### src/rtl/processor_pkg.sv
// Shared definitions for the multi-cycle Nios II-style processor:
// opcode/OPX constants, instruction field positions, FSM state encoding
// and the immediate sign-extension helper.
package processor_pkg;

  localparam int unsigned WORD_W = 32;
  localparam int unsigned REG_AW = 5;
  localparam int unsigned OP_W   = 6;
  localparam int unsigned IMM_W  = 16;

  // Instruction field positions (I-type and R-type share A/B)
  localparam int unsigned A_MSB   = 31;
  localparam int unsigned A_LSB   = 27;
  localparam int unsigned B_MSB   = 26;
  localparam int unsigned B_LSB   = 22;
  localparam int unsigned C_MSB   = 21;
  localparam int unsigned C_LSB   = 17;
  localparam int unsigned IMM_MSB = 21;
  localparam int unsigned IMM_LSB = 6;
  localparam int unsigned OPX_MSB = 16;
  localparam int unsigned OPX_LSB = 11;
  localparam int unsigned OP_MSB  = 5;
  localparam int unsigned OP_LSB  = 0;

  // Primary opcodes
  localparam logic [OP_W-1:0] OP_LDW  = 6'h17;
  localparam logic [OP_W-1:0] OP_STW  = 6'h15;
  localparam logic [OP_W-1:0] OP_ADDI = 6'h04;
  localparam logic [OP_W-1:0] OP_BR   = 6'h06;
  localparam logic [OP_W-1:0] OP_BLT  = 6'h16;
  localparam logic [OP_W-1:0] OP_BEQ  = 6'h26;
  localparam logic [OP_W-1:0] OP_R    = 6'h3A;

  // R-type extended opcodes
  localparam logic [OP_W-1:0] OPX_ADD = 6'h31;
  localparam logic [OP_W-1:0] OPX_SUB = 6'h39;

  typedef enum logic [2:0] {
    S_FETCH   = 3'd0,
    S_DECODE  = 3'd1,
    S_EXECUTE = 3'd2,
    S_MEM     = 3'd3,
    S_WB      = 3'd4
  } state_t;

  function automatic logic [WORD_W-1:0] sext16(input logic [IMM_W-1:0] imm);
    return {{(WORD_W-IMM_W){imm[IMM_W-1]}}, imm};
  endfunction

endpackage

### src/rtl/processor_regfile.sv
// 32x32 register file: r0 reads as zero and ignores writes.
// Ports: clk, rst (sync active-high, clears all registers),
//        raddr_a/raddr_b -> rdata_a_c/rdata_b_c (combinational reads),
//        we/waddr/wdata (synchronous write).
module processor_regfile
  import processor_pkg::*;
(
  input  logic              clk,
  input  logic              rst,
  input  logic [REG_AW-1:0] raddr_a,
  input  logic [REG_AW-1:0] raddr_b,
  output logic [WORD_W-1:0] rdata_a_c,
  output logic [WORD_W-1:0] rdata_b_c,
  input  logic              we,
  input  logic [REG_AW-1:0] waddr,
  input  logic [WORD_W-1:0] wdata
);

  localparam int unsigned NREGS = 32;

  logic [WORD_W-1:0] regs [NREGS];

  // Write port; entry 0 is never written so it stays zero after reset
  always_ff @(posedge clk) begin
    if (rst) begin
      for (int i = 0; i < int'(NREGS); i++) begin
        regs[i] <= '0;
      end
    end else if (we && (waddr != '0)) begin
      regs[waddr] <= wdata;
    end
  end

  // Read ports with r0 forced to zero
  assign rdata_a_c = (raddr_a == '0) ? '0 : regs[raddr_a];
  assign rdata_b_c = (raddr_b == '0) ? '0 : regs[raddr_b];

endmodule

### src/rtl/processor.sv
// Multi-cycle, non-pipelined 32-bit CPU (Nios II-style subset) on a single
// unified memory port. FSM: FETCH -> DECODE -> EXECUTE -> [MEM] -> [WB].
// Ports: iClk clock; nRst sync active-high reset; iRDY memory ready;
//        oMemAddr/oMemData/oMemRead/oMemWrite memory request (registered);
//        iMemData read data, valid when iRDY is high.
module processor
  import processor_pkg::*;
#(
  parameter logic [WORD_W-1:0] RESET_PC = 32'h0000_0000,
  parameter int unsigned       DATA_W   = WORD_W
) (
  input  logic              iClk,
  input  logic              nRst,
  input  logic              iRDY,
  output logic [DATA_W-1:0] oMemAddr,
  output logic [DATA_W-1:0] oMemData,
  input  logic [DATA_W-1:0] iMemData,
  output logic              oMemRead,
  output logic              oMemWrite
);

  state_t            state, state_d;
  logic [DATA_W-1:0] pc, pc_d;
  logic [DATA_W-1:0] ir, ir_d;
  logic [DATA_W-1:0] ra_q, ra_d;
  logic [DATA_W-1:0] rb_q, rb_d;
  logic [DATA_W-1:0] imm_q, imm_d;
  logic [DATA_W-1:0] alu_q, alu_d;     // ALU result, effective address or load data
  logic [DATA_W-1:0] mem_addr_d, mem_data_d;
  logic              mem_read_d, mem_write_d;

  logic              rf_we;
  logic [REG_AW-1:0] rf_waddr;
  logic [DATA_W-1:0] rf_rdata_a, rf_rdata_b;

  logic [OP_W-1:0]   op, opx;
  logic [REG_AW-1:0] fld_a, fld_b, fld_c;
  logic [IMM_W-1:0]  fld_imm;

  assign op      = ir[OP_MSB:OP_LSB];
  assign opx     = ir[OPX_MSB:OPX_LSB];
  assign fld_a   = ir[A_MSB:A_LSB];
  assign fld_b   = ir[B_MSB:B_LSB];
  assign fld_c   = ir[C_MSB:C_LSB];
  assign fld_imm = ir[IMM_MSB:IMM_LSB];

  processor_regfile u_regfile (
    .clk       (iClk),
    .rst       (nRst),
    .raddr_a   (fld_a),
    .raddr_b   (fld_b),
    .rdata_a_c (rf_rdata_a),
    .rdata_b_c (rf_rdata_b),
    .we        (rf_we),
    .waddr     (rf_waddr),
    .wdata     (alu_q)
  );

  // State and datapath registers; bus outputs are registered from next state
  always_ff @(posedge iClk) begin
    if (nRst) begin
      state     <= S_FETCH;
      pc        <= RESET_PC;
      ir        <= '0;
      ra_q      <= '0;
      rb_q      <= '0;
      imm_q     <= '0;
      alu_q     <= '0;
      oMemAddr  <= RESET_PC;
      oMemData  <= '0;
      oMemRead  <= 1'b1;
      oMemWrite <= 1'b0;
    end else begin
      state     <= state_d;
      pc        <= pc_d;
      ir        <= ir_d;
      ra_q      <= ra_d;
      rb_q      <= rb_d;
      imm_q     <= imm_d;
      alu_q     <= alu_d;
      oMemAddr  <= mem_addr_d;
      oMemData  <= mem_data_d;
      oMemRead  <= mem_read_d;
      oMemWrite <= mem_write_d;
    end
  end

  // Next-state, datapath and next-cycle bus request
  always_comb begin
    state_d  = state;
    pc_d     = pc;
    ir_d     = ir;
    ra_d     = ra_q;
    rb_d     = rb_q;
    imm_d    = imm_q;
    alu_d    = alu_q;
    rf_we    = 1'b0;
    rf_waddr = fld_b;

    case (state)
      S_FETCH: begin
        if (iRDY) begin
          ir_d    = iMemData;
          pc_d    = pc + DATA_W'(4);
          state_d = S_DECODE;
        end
      end
      S_DECODE: begin
        ra_d    = rf_rdata_a;
        rb_d    = rf_rdata_b;
        imm_d   = sext16(fld_imm);
        state_d = S_EXECUTE;
      end
      S_EXECUTE: begin
        // pc already points at the next sequential instruction here
        state_d = S_FETCH;
        case (op)
          OP_LDW, OP_STW: begin
            alu_d   = ra_q + imm_q;
            state_d = S_MEM;
          end
          OP_ADDI: begin
            alu_d   = ra_q + imm_q;
            state_d = S_WB;
          end
          OP_BR: pc_d = pc + imm_q;
          OP_BLT: begin
            if ($signed(ra_q) < $signed(rb_q)) pc_d = pc + imm_q;
          end
          OP_BEQ: begin
            if (ra_q == rb_q) pc_d = pc + imm_q;
          end
          OP_R: begin
            if (opx == OPX_ADD) begin
              alu_d   = ra_q + rb_q;
              state_d = S_WB;
            end else if (opx == OPX_SUB) begin
              alu_d   = ra_q - rb_q;
              state_d = S_WB;
            end
          end
          default: state_d = S_FETCH;
        endcase
      end
      S_MEM: begin
        if (iRDY) begin
          if (op == OP_LDW) begin
            alu_d   = iMemData;
            state_d = S_WB;
          end else begin
            state_d = S_FETCH;
          end
        end
      end
      S_WB: begin
        rf_we    = 1'b1;
        rf_waddr = (op == OP_R) ? fld_c : fld_b;
        state_d  = S_FETCH;
      end
      default: state_d = S_FETCH;
    endcase

    // Bus request for the state being entered
    mem_read_d  = (state_d == S_FETCH) || ((state_d == S_MEM) && (op == OP_LDW));
    mem_write_d = (state_d == S_MEM) && (op == OP_STW);
    mem_addr_d  = (state_d == S_MEM) ? alu_d : pc_d;
    mem_data_d  = mem_write_d ? rb_q : '0;
  end

endmodule

### config.mk
export PLATFORM = sky130hd
export DESIGN_NAME = processor
export DESIGN_NICKNAME = d
export VERILOG_FILES = /design/src/rtl/processor_pkg.sv /design/src/rtl/processor_regfile.sv /design/src/rtl/processor.sv
export SDC_FILE = /design/constraint.sdc
export NUM_CORES = 2
export LEC_CHECK = 0
export ABC_CLOCK_PERIOD_IN_PS = 4750
export BUFFER_PORTS_ARGS = -buffer_cell sky130_fd_sc_hd__buf_2
export CAP_MARGIN = 20
export CORE_MARGIN = 1.5
export CORE_UTILIZATION = 57
export DETAILED_ROUTE_END_ITERATION = 6
export GPL_TIMING_DRIVEN = 0
export PLACE_DENSITY = 0.72
export SKIP_CTS_REPAIR_TIMING = 1
export SLEW_MARGIN = 20
export SYNTH_ARGS = -nofsm -noshare
export SYNTH_HDL_FRONTEND = slang
export SYNTH_SLANG_ARGS = --single-unit
### constraint.sdc
create_clock -name iClk -period 4.75 [get_ports iClk]
set_input_delay 0.475 -clock iClk [delete_from_list [all_inputs] [get_ports iClk]]
set_output_delay 0.475 -clock iClk [all_outputs]
set_load 0.02 [all_outputs]
==> metrics.md <==
| Metric | Value |
|---|---|
| Status | `finished with violations` |
| Failing checks | `design-rule violations, negative hold slack` |
| Gate power share | `14.2%` |
| Pwr/cell area | `353 nW/um^2` |
| Total Wirelength | `267 mm` |
| Final setup fails | `0` |
| CTS Buf Count | `141` |
| Post-DP HPWL | `192 mm` |
| Layout Cells excl Fill | `7521` |
| Most frequent cell after synthesis | `and2_1` |
| Area contributors post-synth | `edfxtp_1, mux4_2, and2_1` |
| Final Critical Period | `4.73 ns` |
| Sequential share of power | `45.9%` |
| Post-DR wirelength/cell | `35.4 microns` |
| Post-synth EDFFs | `1024` |
| Max FO, Critical Path | `32` |
| Synthesized cell area | `71000 sq um` |
| Yosys top cell by area | `edfxtp_1` |
| Gp weighted congestion | `1.02` |
| I/O Buffers | `100` |
| P&R area growth vs syn | `11.0%` |
| CP required | `5.17 ns` |
| Min-delay worst type | `in -> reg` |
| Final nets | `5920` |
| Area of the core | `124000 sq um` |
| Slowest-stage cell, CP | `or2_4` |
| Clock Tree Root | `clkbuf_16` |
| Die Y | `356 microns` |
| Starting density of the core | `57.4%` |
| Share of layout cells above drive strength 1 | `19.0%` |
| CP top delay family | `simple AND/OR/NAND/NOR gates` |
| DRC | `1` |
| Total number of H-tree levels | `4` |
| CTS tree | `yes` |
| CP endpoint kind | `flop` |
| Post-synth top cells | `and2_1, edfxtp_1, mux4_2` |
| Average cell area after synthesis | `13.0 sq um` |
| Synth unique cells | `88` |
| Clock-pin slew on the worst setup and hold paths | `0.06 ns` |
| Arr. time, crit path | `5.15 ns` |
| Worst hold margin | `-0.0199 ns` |
| Worst path most repeated cell | `nor2_2` |
| Total negative slack | `0 ns` |
| Achievable frequency | `211 MHz` |
| Total number of vias | `52800` |
| Largest net degree at the start of global routing | `34` |
| Initial DRT Pass Iterations | `7` |
| Crit Path Class | `reg -> reg` |
| Number of warnings issued by yosys | `0` |
| Top cell type's share of synthesized area | `43.3%` |
| Register bit count reported by yosys | `1279` |
| Slowest cell delay on critical path | `0.84 ns` |
| Max_slew headroom | `14.5%` |
| Vias in the first global route | `50700` |
| Post-route ant nets | `0` |
| First-pass GRT wire length | `370 mm` |
| RSZ-0062 raised after global routing | `yes` |
| Tot GR Track Use | `42.3%` |
| Clock latency at the later pin of the worst-skew pair | `0.82 ns` |
| Setup WS pre-CTS | `-0.122 ns` |
| Die W | `356 microns` |
| Fin crit share | `99.6%` |
| Grt ovf | `0` |
| Sw Pwr | `7650 uW` |
| Max-cap viol count | `0` |
| Final hold violations | `4` |
| Primary FF master, synth | `edfxtp_1` |
| Crit path buf inv count | `0` |
| Net Sw Frac | `27.5%` |
| Cell Int Power | `20100 uW` |
| Worst VDD drop | `0.427 mV` |
| Row cnt | `129` |
| Seq/Total Area, Yosys | `50.5%` |
| Initial antenna violation count | `19` |
| Clock skew | `0.0397 ns` |
| Startpoint type of the worst setup path | `flop` |
| Leak Pwr | `0.0279 uW` |
| Chain of cells forming the critical path | `nor4bb_1, nand3_1, nor2_2, mux2i_1, or3b_2, nor2_2, or2_4` |
| Clock share of power | `40.0%` |
| Post-synth ARST share | `0%` |
| Slew @ Worst Pin | `1.28 ns` |
| Bufs on Longest Clock Path | `3` |
| Initial DRC count | `7895` |
| Final Slew Violations | `0` |
| Die area | `127000 sq um` |
| Clk sink count | `1279` |
| I/O pin total | `101` |
| Placed cell count | `7232` |
| DR vias/cell | `7.02` |
| Final WS setup | `0.0180 ns` |
| Fin util | `63.7%` |
| Mapped Cells | `5453` |
[kinds of logic (layout without fill, tap and decap cells)]
| logic type | count (synthesis) | count (layout) | synth area share [%] |
|---|---|---|---|
| AND/OR/NAND/NOR | 1935 | 1935 | 14.9 |
| flip-flops | 1279 | 1279 | 50.5 |
| AO/OA/AOI/OAI | 728 | 728 | 6.55 |
| multiplexers | 723 | 723 | 21.5 |
| buffers and inverters | 567 | 949 | 3.03 |
| adder cells (fa/ha/maj) | 130 | 130 | 2.33 |
| XOR/XNOR | 90 | 90 | 1.11 |
| other | 1 | 50 | 0.00529 |
[worst register-to-register path: stages (launching register included)]
cell and delay, ns:
dfxtp_1 0.49, nor4bb_1 0.27, nand3_1 0.25, nor2_2 0.46, mux2i_1 0.63, or3b_2 0.58
nor2_2 0.78, or2_4 0.84
[routing by layer]
metal | GRT usage (%) | part of all wire, % | up-vias
li1 | - | - | 21200
met1 | 53.2 | 35 | 26200
met2 | 62.4 | 44 | 4361
met3 | 15.9 | 14 | 1005
met4 | 25.3 | 7.3 | 16
met5 | 0.792 | 0.11 | -
[worst paths after layout]
check                                             end  slack (ns)                 from  depth (start not counted)
setup / recovery  u_regfile.regs[5][21]$_SDFFCE_PN0P_        0.02   ir[1]$_SDFFE_PP0P_                          7
hold / removal                     ir[5]$_SDFFE_PP0P_       -0.02          iMemData[5]                          3
setup reg to reg  u_regfile.regs[5][21]$_SDFFCE_PN0P_        0.02   ir[1]$_SDFFE_PP0P_                          7
hold reg to reg                imm_q[10]$_SDFFE_PP0P_        0.46  ir[16]$_SDFFE_PP0P_                          2
[layout by cell type (no fill, tap or decap), drive strengths merged, types with 51 or more instances in the layout]
cell type	count
and2	1030
edfxtp	1024
mux4	640
clkbuf	582
nor2	314
a21oi	286
nand2	279
dfxtp	255
buf	188
ha	126
o21ai	113
inv	98
mux2i	81
xnor2	67
nand3	56
clkinv	51
[state kept, by name (all words and copies together) (netlist names), 32 cells and up, named ones only]
name            cells
ra_q               32
ir                 32
oMemData           32
alu_q              32
u_regfile.regs   1024
pc                 32
rb_q               32
oMemAddr           32
[through the flow]
step	instance area (sq um)	power [uW]
2_1_floorplan	71100	15100
5_1_grt	78700	28200
3_3_place_gp	73600	16600
6_report	78800	27800
3_5_place_dp	73900	16700
4_1_cts	78500	27500
[cell type report]
| class | instances | area, sq um |
|---|---|---|
| Buffer | 475 | 1870 |
| Timing Repair Buffer | 128 | 845 |
| Fill cell | 9468 | 44800 |
| Inverter | 92 | 345 |
| Multi-Input combinational cell | 3638 | 33200 |
| Sequential cell | 1279 | 35900 |
| Clock buffer | 178 | 3780 |
| Clock inverter | 76 | 769 |
| Antenna cell | 18 | 45.0 |
| Tap cell | 1637 | 2050 |
[power by group through the flow]
stage | logic, uW | clock network (uW) | registers, uW
floorplan | 2310 | 0 | 12800
detailed placement | 3720 | 0 | 13000
global placement | 3660 | 0 | 12900
global route | 4000 | 11400 | 12800
CTS | 3740 | 11000 | 12700
finish | 3940 | 11100 | 12700
Note: power is estimated with default switching activity, not from simulation.
